[config.mk]
export PLATFORM = sky130hd
export DESIGN_NAME = uart_rx_sequencer
export DESIGN_NICKNAME = d
export VERILOG_FILES = /design/src/rtl/uart_rx_seq_pkg.sv /design/src/rtl/uart_rx_seq_fifo.sv /design/src/rtl/uart_rx_sequencer.sv
export SDC_FILE = /design/constraint.sdc
export NUM_CORES = 1
export LEC_CHECK = 0
export CAP_MARGIN = 20
export CORE_AREA = 2 2 97 75
export DETAILED_ROUTE_END_ITERATION = 6
export DIE_AREA = 0 0 99 77
export DONT_BUFFER_PORTS = 1
export PLACE_DENSITY = 0.77
export SYNTH_ARGS = -nofsm -noshare
export SYNTH_HDL_FRONTEND = slang
export SYNTH_HIERARCHICAL = 1
export SYNTH_SLANG_ARGS = --single-unit
[constraint.sdc]
create_clock -name clk_i -period 2.6 [get_ports clk_i]
set_clock_uncertainty 0.2 [all_clocks]
set_input_delay 0.39 -clock clk_i [delete_from_list [all_inputs] [get_ports clk_i]]
set_output_delay 0.39 -clock clk_i [all_outputs]
set_load 0.01 [all_outputs]
[src/rtl/uart_rx_seq_pkg.sv]
// rtl/uart_rx_seq_pkg.sv - shared types and constants for the UART receive sequencer
package uart_rx_seq_pkg;

  typedef enum logic [1:0] {
    ST_IDLE     = 2'd0,
    ST_ACK      = 2'd1,
    ST_WAIT_CLR = 2'd2
  } state_e;

  typedef struct packed {
    logic       perr;
    logic       ferr;
    logic [7:0] data;
  } rx_entry_t;

  localparam int ENTRY_W     = $bits(rx_entry_t);

  localparam int IRQ_THR_BIT = 0;
  localparam int IRQ_TMO_BIT = 1;
  localparam int IRQ_OVR_BIT = 2;

endpackage

[src/rtl/uart_rx_seq_fifo.sv]
// rtl/uart_rx_seq_fifo.sv - synchronous FIFO holding received bytes and their error tags
module uart_rx_seq_fifo
  import uart_rx_seq_pkg::*;
#(
  parameter int DEPTH = 4,
  localparam int AW = $clog2(DEPTH),
  localparam int LW = AW + 1
) (
  input  logic               clk_i,
  input  logic               rst_i,
  input  logic               push_i,
  input  logic [ENTRY_W-1:0] din_i,
  input  logic               pop_i,
  output logic [ENTRY_W-1:0] head_o,
  output logic [LW-1:0]      level_o,
  output logic               full_o,
  output logic               empty_o
);

  logic [ENTRY_W-1:0] mem_q [DEPTH];
  logic [AW-1:0]      wr_ptr_q, wr_ptr_d;
  logic [AW-1:0]      rd_ptr_q, rd_ptr_d;
  logic [LW-1:0]      level_q, level_d;
  logic               pop_ok;
  logic               push_ok;

  assign empty_o = (level_q == '0);
  assign full_o  = (level_q == LW'(DEPTH));
  assign level_o = level_q;
  // An empty FIFO presents zeros rather than stale storage contents.
  assign head_o  = empty_o ? '0 : mem_q[rd_ptr_q];

  // Pop only when data exists; a push into a full FIFO is accepted only alongside a pop.
  always_comb begin
    pop_ok   = pop_i & ~empty_o;
    push_ok  = push_i & (~full_o | pop_ok);
    wr_ptr_d = push_ok ? wr_ptr_q + AW'(1) : wr_ptr_q;
    rd_ptr_d = pop_ok ? rd_ptr_q + AW'(1) : rd_ptr_q;
    level_d  = level_q;
    if (push_ok && !pop_ok) begin
      level_d = level_q + LW'(1);
    end else if (pop_ok && !push_ok) begin
      level_d = level_q - LW'(1);
    end
  end

  // Pointer and occupancy registers; pointers wrap naturally since DEPTH is a power of two.
  always_ff @(posedge clk_i or posedge rst_i) begin
    if (rst_i) begin
      wr_ptr_q <= '0;
      rd_ptr_q <= '0;
      level_q  <= '0;
    end else begin
      wr_ptr_q <= wr_ptr_d;
      rd_ptr_q <= rd_ptr_d;
      level_q  <= level_d;
    end
  end

  // Entry storage; contents are masked at the head while empty, so no reset is needed.
  always_ff @(posedge clk_i) begin
    if (push_ok) begin
      mem_q[wr_ptr_q] <= din_i;
    end
  end

endmodule

[src/rtl/uart_rx_sequencer.sv]
// rtl/uart_rx_sequencer.sv - captures receiver bytes into a FIFO, re-arms the receiver, raises status and IRQ
module uart_rx_sequencer
  import uart_rx_seq_pkg::*;
#(
  parameter int DEPTH         = 4,
  parameter int THRESHOLD     = 2,
  parameter int TIMEOUT_TICKS = 640,
  localparam int LW = $clog2(DEPTH) + 1
) (
  input  logic          clk_i,
  input  logic          rst_i,
  input  logic          baud_tick_i,
  input  logic          rx_rdy_i,
  input  logic [7:0]    rx_data_i,
  input  logic          rx_parity_err_i,
  input  logic          rx_framing_err_i,
  input  logic          rx_overflow_i,
  output logic          rx_read_o,
  output logic          rx_clr_parity_o,
  output logic          rx_clr_framing_o,
  input  logic          host_rd_i,
  output logic [7:0]    host_data_o,
  output logic          host_perr_o,
  output logic          host_ferr_o,
  output logic          host_valid_o,
  output logic [LW-1:0] host_level_o,
  input  logic          host_clr_ovr_i,
  output logic          rx_ovr_o,
  output logic          fifo_ovr_o,
  output logic          timeout_o,
  input  logic [2:0]    irq_en_i,
  output logic          irq_o
);

  localparam logic [15:0] TMO_MAX = 16'(TIMEOUT_TICKS);

  state_e        state_q, state_d;
  logic          rx_read_q, rx_read_d;
  logic          clr_par_q, clr_par_d;
  logic          clr_frm_q, clr_frm_d;
  logic          rx_ovr_q, rx_ovr_d;
  logic          fifo_ovr_q, fifo_ovr_d;
  logic          timeout_q, timeout_d;
  logic [15:0]   tmo_cnt_q, tmo_cnt_d;
  logic          irq_q, irq_d;

  logic          push;
  logic          drop;
  logic          pop;
  logic          fifo_full;
  logic          fifo_empty;
  rx_entry_t     wr_entry;
  rx_entry_t     head_entry;
  logic [ENTRY_W-1:0] head_bits;
  logic [2:0]    irq_src;

  assign wr_entry   = '{perr: rx_parity_err_i, ferr: rx_framing_err_i, data: rx_data_i};
  assign head_entry = rx_entry_t'(head_bits);
  assign pop        = host_rd_i & ~fifo_empty;

  uart_rx_seq_fifo #(
    .DEPTH(DEPTH)
  ) u_fifo (
    .clk_i   (clk_i),
    .rst_i   (rst_i),
    .push_i  (push),
    .din_i   (wr_entry),
    .pop_i   (host_rd_i),
    .head_o  (head_bits),
    .level_o (host_level_o),
    .full_o  (fifo_full),
    .empty_o (fifo_empty)
  );

  // Capture FSM: take one byte in IDLE, strobe the receiver in ACK, wait for RX_RDY to drop.
  always_comb begin
    state_d   = state_q;
    push      = 1'b0;
    drop      = 1'b0;
    rx_read_d = 1'b0;
    clr_par_d = 1'b0;
    clr_frm_d = 1'b0;
    case (state_q)
      ST_IDLE: begin
        if (rx_rdy_i) begin
          rx_read_d = 1'b1;
          clr_par_d = rx_parity_err_i;
          clr_frm_d = rx_framing_err_i;
          state_d   = ST_ACK;
          if (fifo_full && !pop) begin
            drop = 1'b1;
          end else begin
            push = 1'b1;
          end
        end
      end
      ST_ACK: begin
        state_d = ST_WAIT_CLR;
      end
      ST_WAIT_CLR: begin
        if (!rx_rdy_i) begin
          state_d = ST_IDLE;
        end
      end
      default: begin
        state_d = ST_IDLE;
      end
    endcase
  end

  // Status flags, idle-line timeout counter and interrupt combination.
  always_comb begin
    rx_ovr_d   = rx_ovr_q;
    fifo_ovr_d = fifo_ovr_q;
    if (host_clr_ovr_i) begin
      rx_ovr_d   = 1'b0;
      fifo_ovr_d = 1'b0;
    end
    if (rx_overflow_i) begin
      rx_ovr_d = 1'b1;
    end
    if (drop) begin
      fifo_ovr_d = 1'b1;
    end

    tmo_cnt_d = tmo_cnt_q;
    if (push || pop || fifo_empty) begin
      tmo_cnt_d = '0;
    end else if (baud_tick_i && tmo_cnt_q != TMO_MAX) begin
      tmo_cnt_d = tmo_cnt_q + 16'd1;
    end

    timeout_d = timeout_q;
    if (pop || fifo_empty) begin
      timeout_d = 1'b0;
    end else if (tmo_cnt_q == TMO_MAX) begin
      timeout_d = 1'b1;
    end

    irq_src[IRQ_THR_BIT] = (host_level_o >= LW'(THRESHOLD));
    irq_src[IRQ_TMO_BIT] = timeout_q;
    irq_src[IRQ_OVR_BIT] = rx_ovr_q | fifo_ovr_q;
    irq_d = |(irq_src & irq_en_i);
  end

  // State, strobe and flag registers.
  always_ff @(posedge clk_i or posedge rst_i) begin
    if (rst_i) begin
      state_q    <= ST_IDLE;
      rx_read_q  <= 1'b0;
      clr_par_q  <= 1'b0;
      clr_frm_q  <= 1'b0;
      rx_ovr_q   <= 1'b0;
      fifo_ovr_q <= 1'b0;
      timeout_q  <= 1'b0;
      tmo_cnt_q  <= '0;
      irq_q      <= 1'b0;
    end else begin
      state_q    <= state_d;
      rx_read_q  <= rx_read_d;
      clr_par_q  <= clr_par_d;
      clr_frm_q  <= clr_frm_d;
      rx_ovr_q   <= rx_ovr_d;
      fifo_ovr_q <= fifo_ovr_d;
      timeout_q  <= timeout_d;
      tmo_cnt_q  <= tmo_cnt_d;
      irq_q      <= irq_d;
    end
  end

  assign rx_read_o        = rx_read_q;
  assign rx_clr_parity_o  = clr_par_q;
  assign rx_clr_framing_o = clr_frm_q;
  assign host_data_o      = head_entry.data;
  assign host_perr_o      = head_entry.perr;
  assign host_ferr_o      = head_entry.ferr;
  assign host_valid_o     = ~fifo_empty;
  assign rx_ovr_o         = rx_ovr_q;
  assign fifo_ovr_o       = fifo_ovr_q;
  assign timeout_o        = timeout_q;
  assign irq_o            = irq_q;

endmodule
; Word-level counts from Yosys, hierarchy flattened
; Memories as Yosys holds them, arrays and structs flattened.
; Cells that the tools add are included.
[word_totals]
n_memories = 1
in_bits = 20
elab_cells = 78
ramBits = 40
latchBits = 0
rom_bits = 0
out_inout_bits = 21
reg_bits = 32
[mem_list]
columns = name, depth, width, rd, rd_clocked_by_memory_dff, wr, line
row1 = u_fifo.mem_q, 4, 10, 1, 0, 1, uart_rx_seq_fifo.sv:20  ; logic [ENTRY_W-1:0] mem_q [DEPTH];
[op_classes]
add_sub_neg = 5
n_lt_le_gt_ge = 1
mux = 27
shifts = 0
eq_ne = 7
n_reduce_logical = 18
div_mod_pow = 0
multipliers = 0
n_bitwise = 7
[ops]
columns = op, n
row1 = two-way mux 16 bit, 2
row2 = two-way mux 1 bit, 19
row3 = adder 16 x 1 -> 16 bit (second input constant), 1
row4 = == test 16 x 10 -> 1 bit (second input constant), 1
row5 = != test 16 x 10 -> 1 bit (second input constant), 1
row6 = two-way mux 10 bit, 1
row7 = nonzero test 2 bit, 5
row8 = two-way mux 3 bit, 2
row9 = case mux 2 bit (3 select lines), 1
row10 = adder 2 x 1 -> 2 bit (second input constant), 2
row11 = logical AND 1 bit, 4
row12 = two-way mux 2 bit, 2
row13 = != test 2 bit (second input constant), 2
row14 = adder 3 x 1 -> 3 bit (second input constant), 1
row15 = bitwise AND 3 bit, 1
row16 = == test 3 bit (second input constant), 1
row17 = >= comparator 3 x 2 -> 1 bit (second input constant), 1
row18 = logical NOT 3 bit, 1
row19 = logical OR 1 bit, 3
row20 = OR reduction 3 bit, 1
row21 = subtractor 3 x 1 -> 3 bit (second input constant), 1
row22 = bitwise AND 1 bit, 2
row23 = == test 2 x 1 -> 1 bit (second input constant), 1
row24 = == test 2 bit (second input constant), 1
row25 = 5 further kinds, 8

; Longest topological paths before layout
[logic_depth]
depth_word = 13
depth_mapped = 12
ltp_nobuf = 11

; By module
; The synthesis kept the hierarchy.
[modules_own_cells]
columns = mod, cells_each, n_inst, area_per_inst_um2
row1 = uart_rx_seq_fifo, 100, 1, 2003.2
row2 = uart_rx_sequencer, 129, 1, 1253.7

; Worst setup path after synthesis
; Ideal clock, no wire load.
[synth_path]
path_kind = reg2reg
startpoint = register u_fifo.level_q[0], in the netlist u_fifo/level_o[0]
endpoint = register u_fifo.level_q[1], in the netlist u_fifo/level_o[1]
required_ns = 2.275
n_path_buf = 1
stages_incl_launch_ff = 11
arrival_ns = 2.489
setup_ns = 0.125
path_slack_ns = -0.214
period_less_slack_ns = 2.814
path_cell_list = dfrtp_1 -> nor3_1 -> buf_4 -> inv_1 -> nand2_1 -> a21oi_1 -> a21boi_2 -> ha_1 -> inv_1 -> fa_1 -> mux2_2
[synth_lines]
columns = item, line
row1 = "start, declared", uart_rx_seq_fifo.sv:23  ; logic [LW-1:0] level_q, level_d;
row2 = "start signal, assigned", uart_rx_seq_fifo.sv:56  ; level_q <= level_d;
row3 = logical NOT 3 bit, uart_rx_seq_fifo.sv:27  ; assign empty_o = (level_q == '0);
row4 = named net fifo_empty, uart_rx_sequencer.sv:51  ; logic fifo_empty;
row5 = NOT 1 bit, --
row6 = named net host_valid_o, uart_rx_sequencer.sv:25  ; output logic host_valid_o,
row7 = bitwise AND 1 bit, "uart_rx_seq_fifo.sv:35, uart_rx_sequencer.sv:59"
row8 = logical NOT 1 bit, "uart_rx_seq_fifo.sv:40, uart_rx_sequencer.sv:90"
row9 = logical AND 1 bit, uart_rx_sequencer.sv:90  ; if (fifo_full && !pop) begin
row10 = two-way mux 1 bit, uart_rx_sequencer.sv:90
row11 = two-way mux 1 bit, uart_rx_sequencer.sv:85  ; if (rx_rdy_i) begin
row12 = two-way mux 1 bit, uart_rx_sequencer.sv:83  ; case (state_q)
row13 = named net push, uart_rx_sequencer.sv:47  ; logic push;
row14 = bitwise AND 1 bit, uart_rx_seq_fifo.sv:36  ; push_ok = push_i & (~full_o | pop_ok);
row15 = named net u_fifo.push_ok, uart_rx_seq_fifo.sv:25  ; logic push_ok;
row16 = logical AND 1 bit, uart_rx_seq_fifo.sv:40  ; if (push_ok && !pop_ok) begin
row17 = two-way mux 3 bit, uart_rx_seq_fifo.sv:40
row18 = named net u_fifo.level_d[1], uart_rx_seq_fifo.sv:23
; The timed path passes the listed nets, and every way through them passes these cells. The select of a mux whose other input is x is not followed.
; A chain may end at the register's enable or synchronous reset.

; Final worst setup path
[layout_path]
startpoint = register state_q[1]
endpoint = register u_fifo.level_q[2], in the netlist u_fifo/level_o[2]
[layout_via]
elab_chain_len = 6
[layout_lines]
columns = item, line
row1 = "start, declared", uart_rx_sequencer.sv:37  ; state_e state_q, state_d;
row2 = "start signal, assigned", uart_rx_sequencer.sv:159  ; state_q <= state_d;
row3 = logical NOT 2 bit (*), uart_rx_sequencer.sv:83
row4 = two-way mux 1 bit (*), uart_rx_sequencer.sv:83
row5 = named net push, uart_rx_sequencer.sv:47
row6 = bitwise AND 1 bit (*), uart_rx_seq_fifo.sv:36
row7 = named net u_fifo.push_ok, uart_rx_seq_fifo.sv:25
row8 = logical NOT 1 bit, uart_rx_seq_fifo.sv:42  ; end else if (pop_ok && !push_ok) begin
row9 = logical AND 1 bit, uart_rx_seq_fifo.sv:42
row10 = nonzero test 2 bit (no line), --
; The timed path passes the listed nets; every way through them passes the cells marked *.

==> flow_metrics.env <==
export IMPL_hold_end="state_q[1]$_DFFE_PP0P_"
export IMPL_min_period_ns=2.47
export IMPL_worstPathRequired_ns=2.67
export IMPL_setup_viol=0
export IMPL_track_usage_pct=16.9
export IMPL_dieArea_um2=7620
export IMPL_whs_path_depth=2
export IMPL_synth_cell_types=49
export IMPL_synth_edf_count=40
export IMPL_rr_worst_depth=9
export IMPL_antenna_found_initial=0
export IMPL_syn_nets=257
export IMPL_ys_ff_latch=72
export IMPL_cp_max_fo=3
export IMPL_postSynthAreaPerCell_um2=14.2
export IMPL_startpoint_type="flop"
export IMPL_die_y_um=77
export IMPL_synth_simple_area_share_pct=15.9
export IMPL_syn_inst=229
export IMPL_async_reset_ff_share_pct=44.4
export IMPL_area_delta_synth_final_pct=16.5
export IMPL_hold_path_class="input port to flop"
export IMPL_critPathCaptureType="flop"
export IMPL_worstMarginPinSlew_ns=0.471
export IMPL_status="finished, final reports clean"
export IMPL_cts_root_buffer="clkbuf_8"
export IMPL_ant_nets=0
export IMPL_htree_num_levels=3
export IMPL_grt_pass1_wl_um=9690
export IMPL_first_pass_iters=4
export IMPL_max_freq_mhz=404
export IMPL_r2r_start="state_q[1]$_DFFE_PP0P_"
export IMPL_p_leak_nw=1.50
export IMPL_synth_seq_area_share_pct=61.5
export IMPL_worstPathCellList="or3b_4, a21oi_1, a21boi_2, ha_2, inv_1, fa_1, xor2_1, nor2_1, xor2_1"
export IMPL_critical_path_max_stage_delay_ns=0.41
export IMPL_cts_sinks=72
export IMPL_diodes=0
export IMPL_synth_top_family_by_area="simple AND/OR/NAND/NOR gates"
export IMPL_crit_type="flop to flop"
export IMPL_grt_overflow=0
export IMPL_post_dp_hpwl_um=4210
export IMPL_dpl_worst_slack_ns=0.0497
export IMPL_slew_violations=0
export IMPL_fp_coreArea_um2=6670
export IMPL_initial_core_util_pct=48.8
export IMPL_gp_congestion=0.911
export IMPL_io_buffers=0
export IMPL_hold_viol=0
export IMPL_numCtsBuffers=9
export IMPL_cts_clk_slew_worst_paths_ns=0.07
export IMPL_synth_ff_type="edfxtp_1"
export IMPL_slew_headroom_pct=68.6
export IMPL_ir_worst_vdd_v=0.000337
export IMPL_wl_um=5990
export IMPL_drive_gt1_share_pct=21.6
export IMPL_syn_area_um2=3260
export IMPL_hp_start="rx_rdy_i"
export IMPL_r2r_end="u_fifo/level_o[2]$_DFFE_PP0P_"
export IMPL_whs_ns=0.0258
export IMPL_grt_pass1_vias=1879
export IMPL_pin_count=41
export IMPL_viasPerCell=5.51
export IMPL_path_buf_inv=1
export IMPL_most_common_layout_cells="edfxtp_1, dfrtp_1, nand2_1"
export IMPL_max_cap_violations=0
export IMPL_ys_warn_count=6
export IMPL_cts_setup_buffers=0
export IMPL_cp_slowest_cell="or3b_4"
export IMPL_fin_nets=287
export IMPL_arrival_ns=2.54
export IMPL_dieWidth_um=99
export IMPL_synth_xor_xnor_area_share_pct=3.23
export IMPL_cts_tree="built"
export IMPL_synth_compound_area_share_pct=5.57
export IMPL_synth_mux_area_share_pct=7.84
export IMPL_critPathMostFrequentCell="xor2_1"
export IMPL_drt_iter0_markers=187
export IMPL_clk_latency_ns=0.35
export IMPL_grt_max_degree=26
export IMPL_reg2reg_slack_ns=0.13
export IMPL_cts_max_path_buffers=2
export IMPL_synthAdderAreaFrac_pct=3.30
export IMPL_post_drt_wl_per_cell_um=17.2
export IMPL_critPathTopFamily="adder cells"
export IMPL_vias=1919
export IMPL_final_common_cell="edfxtp_1"
export IMPL_power_density_nw_per_um2=974
export IMPL_min_period_over_period_pct=95.1
export IMPL_rows=26
export IMPL_fin_ws_ns=0.127
export IMPL_drc=0
metrics by stage:
step	total power (W)	cell area, um^2	util [%]	cells	TNS, ns
floorplan	0.00241	3270	-	229	-0.0285
global placement	0.00263	3430	51.5	320	0
detailed placement	0.00267	3430	51.5	320	0
CTS	0.00372	3790	56.8	348	0
global route	0.00388	3790	56.9	348	-0.00122
finish	0.00369	3790	56.9	348	0
where the power goes:
part,switching (W),leakage (nW),internal (W)
Sequential,0.000220,0.779,0.00141
Combinational,0.000494,0.604,0.000540
Clock,0.000392,0.116,0.000634
Total,0.00111,1.50,0.00259
layer usage:
metal	part of all wire, %	global-route usage, %	up-vias
met4	1.8	5.48	0
met5	0	0	-
met3	6.1	6.38	8
li1	-	-	908
met2	45	24.5	62
met1	47	23.8	941
registers in the layout, indices dropped and copies added, names as in the netlist:
| name | cells |
|---|---|
| u_fifo/mem_q | 40 |
| tmo_cnt_q | 16 |
| u_fifo/level_o | 3 |
| state_q | 2 |
| u_fifo/rd_ptr_q | 2 |
| u_fifo/wr_ptr_q | 2 |
| fifo_ovr_o | 1 |
| irq_o | 1 |
| rx_clr_framing_o | 1 |
| rx_clr_parity_o | 1 |
| rx_ovr_o | 1 |
| rx_read_o | 1 |
| timeout_o | 1 |
cells by family (layout without fill, tap and decap cells):
kind of cell / count (synthesis) / count (layout)
fa+ha+maj: 8 / 8
mux: 12 / 12
simple gates: 80 / 80
flops: 72 / 72
compound gates: 26 / 26
xor+xnor: 12 / 12
buf+inv: 19 / 54
how the worst max path moves through the flow:
stage	from	end	depth (start not counted)
final	state_q[1]$_DFFE_PP0P_	u_fifo/level_o[2]$_DFFE_PP0P_	9
after global routing	state_q[1]$_DFFE_PP0P_	u_fifo/level_o[2]$_DFFE_PP0P_	9
after CTS	state_q[1]$_DFFE_PP0P_	u_fifo/level_o[2]$_DFFE_PP0P_	9
after detailed placement	state_q[1]$_DFFE_PP0P_	u_fifo/level_o[2]$_DFFE_PP0P_	9
after global placement	state_q[1]$_DFFE_PP0P_	u_fifo/level_o[2]$_DFFE_PP0P_	9
after floorplan	u_fifo/level_o[2]$_DFFE_PP0P_	u_fifo/level_o[1]$_DFFE_PP0P_	10
synthesized netlist by cell type (2+ instances only):
| cell | n | area [um^2] |
|---|---|---|
| nand2_1 | 18 | 67.6 |
| o21ai_0 | 6 | 30.0 |
| nor2_1 | 9 | 33.8 |
| ha_1 | 7 | 87.6 |
| and2_1 | 6 | 37.5 |
| and4_1 | 2 | 17.5 |
| nand4_1 | 6 | 37.5 |
| dfrtp_1 | 32 | 801 |
| nor2b_1 | 2 | 12.5 |
| and3_1 | 3 | 18.8 |
| xnor2_1 | 5 | 43.8 |
| nor4_1 | 5 | 31.3 |
| nor2b_4 | 8 | 110 |
| inv_1 | 14 | 52.6 |
| o21a_1 | 4 | 30.0 |
| xor2_1 | 7 | 61.3 |
| mux4_1 | 2 | 52.6 |
| mux4_2 | 8 | 180 |
| or3_1 | 5 | 31.3 |
| a21oi_1 | 6 | 30.0 |
| buf_2 | 3 | 15.0 |
| edfxtp_1 | 40 | 1200 |
| nand3_1 | 5 | 25.0 |
area by class of cell:
type                            count  area (um^2)
Inverter                           14         52.6
Timing Repair Buffer               24          210
Sequential cell                    72         2010
Clock buffer                       10          128
Clock inverter                      6          106
Multi-Input combinational cell    138         1180
Fill cell                         515         2880
Tap cell                           84          105
repair_timing:
item	4_1_cts	5_1_grt
hold buffers	12	0
endpoints found under the setup margin	0	4
gates resized for setup	0	3
endpoints found under the hold margin	75	0
(Power assumes the default switching activity.)
